**config.mk**
```make
export PLATFORM = sky130hd
export DESIGN_NAME = intr_vec_seq
export DESIGN_NICKNAME = d
export VERILOG_FILES = /design/src/rtl/intr_vec_seq.sv
export SDC_FILE = /design/constraint.sdc
export NUM_CORES = 1
export LEC_CHECK = 0
export CAP_MARGIN = 10
export CORE_MARGIN = 2
export CORE_UTILIZATION = 31
export CTS_CLUSTER_SIZE = 28
export DETAILED_ROUTE_END_ITERATION = 16
export PLACE_DENSITY = 0.75
export SYNTH_ARGS = -nofsm -noshare
export SYNTH_HDL_FRONTEND = slang
export SYNTH_SLANG_ARGS = --single-unit
```
**constraint.sdc**
```tcl
create_clock -name clk -period 1.45 [get_ports clk]
set_clock_uncertainty 0.15 [all_clocks]
set_input_delay 0.3625 -clock clk [delete_from_list [all_inputs] [get_ports clk]]
set_output_delay 0.3625 -clock clk [all_outputs]
set_load 0.05 [all_outputs]
```
**src/rtl/intr_vec_seq.sv**
```systemverilog
// -----------------------------------------------------------------------------
// intr_vec_seq
//
// Reset and interrupt vector sequencer for the 8-bit pipelined CPU wrapper.
// Out of reset it reads the reset vector from memory and loads the PC. When an
// external interrupt is accepted it flushes and stalls fetch, waits for the
// pipeline to drain, pushes the return address onto the memory stack, then
// reads the interrupt vector and loads the PC. It owns the unified memory port
// only while sequencing (mem_own=1).
//
// Parameters
//   RST_VEC_ADDR  memory address holding the reset vector
//   INT_VEC_ADDR  memory address holding the interrupt vector
//   SYNC_STAGES   synchroniser depth for int_sig (2 or more)
//
// Ports
//   clk, rstn     clock; synchronous active-low reset
//   int_sig       asynchronous interrupt request, rising-edge significant
//   rti           one-cycle pulse when return-from-interrupt retires
//   pipe_empty    no instruction in flight past fetch
//   pc_ret        PC of the oldest unexecuted instruction (return address)
//   sp_in         current stack pointer
//   mem_rdata     combinational memory read data
//   mem_own       sequencer drives the memory port this cycle
//   mem_addr      memory address (valid when mem_own=1)
//   mem_wdata     memory write data
//   mem_we        memory write enable
//   pc_load       load PC with pc_value at the next edge
//   pc_value      new PC value
//   sp_dec        decrement SP at the next edge
//   stall         hold fetch and PC
//   flush         kill the instruction in fetch/decode (one-cycle pulse)
//   busy          high in every state except IDLE
// -----------------------------------------------------------------------------
module intr_vec_seq #(
    parameter logic [7:0] RST_VEC_ADDR = 8'h00,
    parameter logic [7:0] INT_VEC_ADDR = 8'h01,
    parameter int         SYNC_STAGES  = 2
) (
    input  logic       clk,
    input  logic       rstn,
    input  logic       int_sig,
    input  logic       rti,
    input  logic       pipe_empty,
    input  logic [7:0] pc_ret,
    input  logic [7:0] sp_in,
    input  logic [7:0] mem_rdata,
    output logic       mem_own,
    output logic [7:0] mem_addr,
    output logic [7:0] mem_wdata,
    output logic       mem_we,
    output logic       pc_load,
    output logic [7:0] pc_value,
    output logic       sp_dec,
    output logic       stall,
    output logic       flush,
    output logic       busy
);

    typedef enum logic [2:0] {
        BOOT  = 3'd0,
        IDLE  = 3'd1,
        DRAIN = 3'd2,
        PUSH  = 3'd3,
        VECT  = 3'd4
    } state_t;

    state_t                 state_q, state_d;
    state_t                 out_state;
    logic [SYNC_STAGES-1:0] sync_q, sync_d;
    logic                   sync_prev_q, sync_prev_d;
    logic                   pending_q, pending_d;
    logic                   int_en_q, int_en_d;
    logic [7:0]             ret_addr_q, ret_addr_d;
    logic                   int_rise;

    // Synchroniser shift chain; the oldest stage feeds the edge detector.
    assign sync_d      = {sync_q[SYNC_STAGES-2:0], int_sig};
    assign sync_prev_d = sync_q[SYNC_STAGES-1];
    assign int_rise    = sync_q[SYNC_STAGES-1] & ~sync_prev_q;

    // NOTE: sequential state uses non-blocking assignments only, so every flop
    // samples the values from before the edge regardless of statement order.
    always_ff @(posedge clk) begin
        if (!rstn) begin
            state_q     <= BOOT;
            sync_q      <= '0;
            sync_prev_q <= 1'b0;
            pending_q   <= 1'b0;
            int_en_q    <= 1'b1;
            ret_addr_q  <= 8'h00;
        end else begin
            state_q     <= state_d;
            sync_q      <= sync_d;
            sync_prev_q <= sync_prev_d;
            pending_q   <= pending_d;
            int_en_q    <= int_en_d;
            ret_addr_q  <= ret_addr_d;
        end
    end

    // Next-state logic.
    // NOTE: every variable gets a default before the case statement, so no
    // path leaves a combinational output unassigned and no latch is inferred.
    always_comb begin
        state_d    = state_q;
        pending_d  = pending_q;
        int_en_d   = int_en_q;
        ret_addr_d = ret_addr_q;

        // One-deep request latch: later edges merge into the pending request.
        if (int_rise) begin
            pending_d = 1'b1;
        end

        unique case (state_q)
            BOOT: state_d = IDLE;
            IDLE: begin
                if (pending_q && int_en_q) begin
                    state_d = DRAIN;
                end
            end
            DRAIN: begin
                if (pipe_empty) begin
                    ret_addr_d = pc_ret;
                    state_d    = PUSH;
                end
            end
            PUSH: state_d = VECT;
            VECT: begin
                // Clearing here wins over a same-cycle edge, which is dropped.
                pending_d = 1'b0;
                int_en_d  = 1'b0;
                state_d   = IDLE;
            end
            default: state_d = BOOT;
        endcase

        if (rti) begin
            int_en_d = 1'b1;
        end
    end

    // While rstn is low the outputs present the reset image (BOOT without the
    // vector data), so a PUSH cut short by reset never issues its write.
    assign out_state = rstn ? state_q : BOOT;

    always_comb begin
        mem_own   = 1'b0;
        mem_addr  = 8'h00;
        mem_wdata = 8'h00;
        mem_we    = 1'b0;
        pc_load   = 1'b0;
        pc_value  = 8'h00;
        sp_dec    = 1'b0;
        stall     = 1'b0;
        flush     = 1'b0;
        busy      = 1'b1;

        unique case (out_state)
            BOOT: begin
                mem_own  = 1'b1;
                mem_addr = RST_VEC_ADDR;
                pc_load  = 1'b1;
                pc_value = rstn ? mem_rdata : 8'h00;
                stall    = 1'b1;
            end
            IDLE: begin
                busy  = 1'b0;
                flush = pending_q & int_en_q;
            end
            DRAIN: begin
                stall = 1'b1;
            end
            PUSH: begin
                mem_own   = 1'b1;
                mem_addr  = sp_in;
                mem_wdata = ret_addr_q;
                mem_we    = 1'b1;
                sp_dec    = 1'b1;
                stall     = 1'b1;
            end
            VECT: begin
                mem_own  = 1'b1;
                mem_addr = INT_VEC_ADDR;
                pc_load  = 1'b1;
                pc_value = mem_rdata;
                stall    = 1'b1;
            end
            default: begin
                stall = 1'b1;
            end
        endcase
    end

endmodule

```
==> results of run 1 <==
per-layer routing:
metal | wire [µm] | vias up
met5 | 0 | -
met4 | 27 | 0
met3 | 154 | 4
met2 | 1700 | 41
met1 | 1270 | 487
li1 | - | 501
sequential cells by signal, summed over array words and instances, names as in the netlist:
register and cells:
ret_addr_q 8, sync_q 2, pending_q 1, sync_prev_q 1
state_q 3, int_en_q 1
final timing paths:
| path | from | end | slack (ns) | cells past startpoint |
|---|---|---|---|---|
| worst max-delay path | state_q[1]$_SDFFE_PN0P_ | mem_addr[0] | -0.47 | 3 |
| worst min-delay path | sync_q[0]$_SDFF_PN0_ | sync_q[1]$_SDFF_PN0_ | 0.30 | 1 |
| worst max register to register | state_q[1]$_SDFFE_PN0P_ | int_en_q$_SDFFE_PP1N_ | 0 | 3 |
| worst min register to register | sync_q[0]$_SDFF_PN0_ | sync_q[1]$_SDFF_PN0_ | 0.30 | 1 |
worst register-to-register path, cell delays in order (launching register included):
cell and delay (ns):
dfxtp_4 0.39, or3b_4 0.43, buf_6 0.13, a211o_1 0.24
logic make-up after synthesis:
logic type / after synthesis / synth area share [%]
and+or+nand+nor: 56 / 37.8
DFF: 16 / 36.8
buffers and inverters: 13 / 9.06
AOI/OAI and AO/OA: 8 / 7.05
muxes: 8 / 9.21
power groups by stage:
stage	registers (mW)	clock network (mW)	logic, mW
2_1_floorplan	0.462	0	0.165
3_3_place_gp	0.466	0	0.330
3_5_place_dp	0.466	0	0.338
4_1_cts	0.453	0.297	0.366
5_1_grt	0.456	0.323	0.399
6_report	0.454	0.297	0.382
per-stage QoR:
step	power (mW)	worst slack [ns]	cell area, µm²	hold slack, ns
CTS	1.12	-0.477	2120	0.299
floorplan	0.627	-0.263	1040	0.262
global placement	0.796	-0.704	1990	0.263
detailed placement	0.804	-0.721	1990	0.278
finish	1.13	-0.472	2170	0.295
global route	1.18	-0.534	2170	0.310
placed cells by master (no fill, tap or decap), types with 2 or more instances in the layout:
cell	count
buf_8	2
clkbuf_4	3
buf_4	12
dfxtp_1	13
nand2_1	17
and4b_2	3
and2_4	15
a211oi_1	2
buf_6	12
nand4b_1	2
buf_12	29
and3_4	8
clkdlybuf4s50_1	27
and2_1	3
inv_1	2
mux2i_1	8
dfxtp_4	3
layout make-up:
class / count / area, µm²
clock buffers: 4 / 36.3
fillers: 176 / 538
inverters: 2 / 7.51
multi-input cells: 74 / 641
flip-flops and latches: 16 / 332
well taps: 31 / 38.8
repair buffers: 83 / 1120
what timing repair did:
| item | 4_1_cts | 5_1_grt |
|---|---|---|
| hold buffers | 0 | 0 |
| buffers inserted | 3 | 3 |
| gates resized for setup | 25 | 8 |
| cloned | 2 | 0 |
| setup endpoints to repair | 32 | 32 |
| pin swaps | 6 | 9 |
==> flow_metrics.py, run 1 <==
metrics = {
    "outcome": {
        "status": "complete, but fails checks",
        "violations": "setup timing",
    },
    "sta": {
        "tns_ns": -13.68,
        "fin_crit_ns": 1.92,
        "worst_pin_slew_ns": 0.255,
        "setup_viol_count_final": 31,
        "finalMaxSlewViolations": 0,
        "fmax_ghz": 0.520,
        "worst_slack_ns": -0.472,
        "post-route-period-util_pct": 133,
        "relSlewSlack_pct": 82.9,
        "hold_viol_final": 0,
        "rsz0062_at_grt": "yes",
    },
    "power": {
        "irDropWorstVdd_uv": 666,
        "pwr-share-clk_pct": 26.2,
        "power_frac_seq_pct": 40.1,
        "p_switching_uw": 319,
        "p_int_uw": 815,
        "combPwrFrac_pct": 33.7,
        "p_sw_share_pct": 28.1,
        "leakagePower_nw": 0.885,
        "power_density_nw_per_um2": 522,
    },
    "yosys": {
        "synth_edf_count": 0,
        "synth.top_cell.area_share_pct": 36.8,
        "synth_area_per_cell_um2": 8.61,
        "synth_top_area_cell": "dfxtp_1",
        "syn_nets": 130,
        "async_flop_share_pct": 0,
        "yosysSeqAreaShare_pct": 36.8,
        "syn-instance-count": 101,
        "ys_top_cells_by_area": "dfxtp_1 37%, and2_1 13%, mux2i_1 9.2%",
        "synth-seq-cells": 16,
        "yosysUniqueCellTypes": 28,
        "yosys-top-cells-count": "18 x and2_1, 18 x nand2_1, 16 x dfxtp_1, 8 x and3_1, 8 x mux2i_1",
        "ys_warn_count": 0,
        "synth_area_um2": 870,
        "synthFlopType": "dfxtp_1",
    },
    "cells_and_area": {
        "drive_gt1_share_pct": 55.3,
        "layoutNonFillerInstCount": 210,
        "antennaDiodeCount": 0,
        "area_growth_pct": 150,
        "nets": 209,
        "final_util_pct": 80.1,
    },
    "clock_network": {
        "path_clk_slew_ns": 0.10,
        "clk_latency_ns": 0.29,
        "clock_path_buffers": 2,
        "cts-root-buf": "clkbuf_4",
        "cts_buffers": 3,
        "cts_tree": "done",
        "cts_sinks": 16,
        "htreeDepth": 1,
    },
    "global_routing": {
        "grt_pass1_vias": 1028,
        "use_met3_pct": 3.63,
        "grt_first_pass_wirelength_um": 4970,
        "overflow": 0,
        "grt_max_degree": 25,
        "grt_use_met1_pct": 24.0,
        "grt_util_all_layers_pct": 19.6,
        "antenna_found_initial": 0,
        "grtUsageMet2_pct": 35.6,
        "grt-busiest-layer": "met2",
    },
    "worst_hold_path": {
        "hp-class": "reg2reg",
    },
    "floorplan": {
        "pin_count": 60,
        "die_h_um": 57.0,
        "die_w_um": 57.0,
        "dieArea_um2": 3250,
        "num_rows": 19,
        "initial_core_util_pct": 32.1,
        "coreArea_um2": 2710,
    },
    "route": {
        "drt-wirelength-per-cell_um": 15.0,
        "vias_per_cell": 4.92,
        "drc": 0,
        "drt-pass1-iter-count": 4,
        "routed_wl_um": 3150,
        "initialDrtViolationCount": 18,
        "num_vias": 1033,
        "ant_nets": 0,
    },
    "worst_setup_path": {
        "path_class": "reg2out",
        "critPathLaunchType": "register",
        "worst_ep_arrival_time_ns": 1.41,
        "cpLargestDelayFamily": "simple AND/OR/NAND/NOR gates",
        "endpoint_kind": "primary output",
        "slowest_stage": "or3b_4",
        "critPathRequiredTime_ns": 0.94,
        "cpPeakStageDelay_ns": 0.43,
        "crit_buf_inv": 1,
        "path_cells": "or3b_4 > a21oi_4 > buf_12",
        "critPathMaxFanout": 7,
    },
    "placement": {
        "numPortBuffers": 59,
        "dpl.cell_count": 200,
        "dp_hpwl_um": 2240,
        "gp_congestion": 0.798,
    },
    "flow_run": {
        "maxCapViolations": 0,
    },
}
No activity file was read; power rests on OpenSTA's default activity.
==> run 2: changes to the inputs <==
--- a/config.mk
+++ b/config.mk
@@ -11,6 +11,7 @@
 export CTS_CLUSTER_SIZE = 28
 export DETAILED_ROUTE_END_ITERATION = 16
 export PLACE_DENSITY = 0.75
+export SETUP_SLACK_MARGIN = 0.3
 export SYNTH_ARGS = -nofsm -noshare
 export SYNTH_HDL_FRONTEND = slang
 export SYNTH_SLANG_ARGS = --single-unit
==> run 2 against run 1 <==
- the flow still finishes with violations (setup timing)
- combinational power is 11% lower
- highest routed layer unchanged
- sequential share of layout area is 0.78 points higher
- sequential power hardly changed
- largest power group unchanged
- critical endpoint is now mem_addr[7]
- cell area is 5.6% lower
==> flow_metrics.py, run 2 (same netlist as run 1, synthesis figures left out) <==
metrics = {
    "outcome": {
        "status": "complete, but fails checks",
        "violations": "setup timing",
    },
    "cells_and_area": {
        "drive_gt1_share_pct": 52.4,
        "final.fill_count": 188,
        "top_register": "ret_addr_q",
        "final_cell_mix": "30 x buf_12, 26 x clkdlybuf4s50_1, 17 x nand2_1, 15 x and2_4, 13 x dfxtp_1",
        "layout_commonest_cell": "buf_12",
        "largest_reg_flops": 8,
        "final_area_um2": 2050,
        "reg.largest.list": "ret_addr_q x8, state_q x3, sync_q x2",
        "nets": 201,
        "antennaDiodeCount": 0,
        "area_growth_pct": 136,
    },
    "sta": {
        "worst_pin_slew_ns": 0.260,
        "fmax_ghz": 0.528,
        "hold_viol_final": 0,
        "finalMaxSlewViolations": 0,
        "setup_viol_count_final": 31,
        "relSlewSlack_pct": 82.5,
        "worst_slack_ns": -0.443,
        "post-route-period-util_pct": 131,
        "fin_crit_ns": 1.89,
        "rsz0062_at_grt": "yes",
    },
    "clock_network": {
        "htreeDepth": 1,
        "clock_path_buffers": 2,
        "clk_latency_ns": 0.28,
        "cts_tree": "done",
        "cts-root-buf": "clkbuf_4",
        "cts_buffers": 3,
        "path_clk_slew_ns": 0.09,
        "cts_sinks": 16,
    },
    "floorplan": {
        "die_h_um": 57.0,
        "initial_core_util_pct": 32.1,
        "pin_count": 60,
        "die_w_um": 57.0,
        "dieArea_um2": 3250,
        "num_rows": 19,
        "coreArea_um2": 2710,
    },
    "global_routing": {
        "antenna_found_initial": 0,
        "grt_pass1_vias": 937,
        "grt_first_pass_wirelength_um": 4280,
        "grt_max_degree": 18,
        "overflow": 0,
        "grt_util_all_layers_pct": 16.9,
    },
    "flow_run": {
        "maxCapViolations": 0,
    },
    "worst_setup_path": {
        "crit_buf_inv": 2,
        "cpPeakStageDelay_ns": 0.41,
        "worst_ep_arrival_time_ns": 1.38,
        "crit_top_cell": "buf_12",
        "path_cells": "and4b_2 > buf_12 > and2_4 > buf_12",
        "endpoint_kind": "primary output",
        "critPathMaxFanout": 17,
        "path_class": "reg2out",
        "startpoint": "state_q[0]$_SDFFE_PN0P_",
        "slowest_stage": "dfxtp_4",
        "critPathRequiredTime_ns": 0.94,
        "critPathLaunchType": "register",
        "cpLargestDelayFamily": "simple AND/OR/NAND/NOR gates",
        "regToRegStartpoint": "state_q[1]$_SDFFE_PN0P_",
    },
    "placement": {
        "numPortBuffers": 59,
        "place_ws_ns": -0.737,
        "gp_congestion": 0.820,
        "placed_cell_area_um2": 1950,
        "dp_hpwl_um": 2100,
    },
    "worst_hold_path": {
        "hp-class": "reg2reg",
        "hp-start": "sync_q[0]$_SDFF_PN0_",
    },
    "route": {
        "num_vias": 951,
        "drt-wirelength-per-cell_um": 13.1,
        "drc": 0,
        "initialDrtViolationCount": 11,
        "ant_nets": 0,
        "vias_per_cell": 4.73,
        "drt-pass1-iter-count": 4,
        "routed_wl_um": 2640,
    },
    "power": {
        "leakagePower_nw": 0.837,
        "irDropWorstVdd_uv": 678,
        "power_density_nw_per_um2": 497,
    },
}
run 2: what timing repair did:
action / CTS / global route
setup buffers: 2 / 1
cloned: 0 / 0
resized for setup: 17 / 3
hold endpoints to repair: 0 / 0
hold buffers: 0 / 0
pin swaps: 3 / 5
endpoints found under the setup margin: 47 / 43
run 2: area by class of cell:
class / instances / area, µm² / share of cell area (%)
timing repair buffer: 77 / 1070 / 52.1
inverter: 2 / 7.51 / 0.366
tap: 31 / 38.8 / 1.89
sequential: 16 / 329 / 16.0
multi-input combinational: 72 / 584 / 28.5
clock buffer: 3 / 22.5 / 1.10
run 2: worst paths after layout:
path | endpoint | slack, ns | depth (start not counted)
setup / recovery | mem_addr[7] | -0.44 | 4
hold / removal | sync_q[1]$_SDFF_PN0_ | 0.30 | 1
setup reg to reg | int_en_q$_SDFFE_PP1N_ | 0.03 | 3
hold reg to reg | sync_q[1]$_SDFF_PN0_ | 0.30 | 1
run 2: power by group:
group | switching [mW] | internal (mW)
Sequential | 0.0104 | 0.447
Combinational | 0.149 | 0.192
Clock | 0.126 | 0.0964
run 2: worst reg2reg max path, stage by stage, from the launching register on:
cell     delay [ns]
dfxtp_4        0.38
or3b_4         0.42
buf_6          0.13
a211o_1        0.24
run 2: routing by layer:
layer	vias up	track usage (%)	part of all wire [%]
met3	2	4.08	6.6
met1	438	19.7	41
met5	-	0	0
li1	477	-	-
met4	0	4.98	0.72
met2	34	30.7	52
run 2: metrics by stage:
step                      setup TNS, ns  instances  utilization (%)  hold slack, ns  power, mW
after floorplan                   -6.01        101                -           0.262      0.628
after global placement           -22.35        195             72.1           0.266      0.788
after detailed placement         -23.42        195             72.1           0.274      0.794
after CTS                        -12.76        200             75.0           0.294       1.03
after global routing             -14.55        201             75.7           0.314       1.07
final                            -12.75        201             75.7           0.299       1.02
==> run 3: changes to the inputs <==
--- a/config.mk
+++ b/config.mk
@@ -12,6 +12,7 @@
 export DETAILED_ROUTE_END_ITERATION = 16
 export PLACE_DENSITY = 0.75
 export SETUP_SLACK_MARGIN = 0.3
+export SLEW_MARGIN = 0
 export SYNTH_ARGS = -nofsm -noshare
 export SYNTH_HDL_FRONTEND = slang
 export SYNTH_SLANG_ARGS = --single-unit
==> results of run 3 <==
No change in the layout: final DEF, timing and power equal those of run 2.
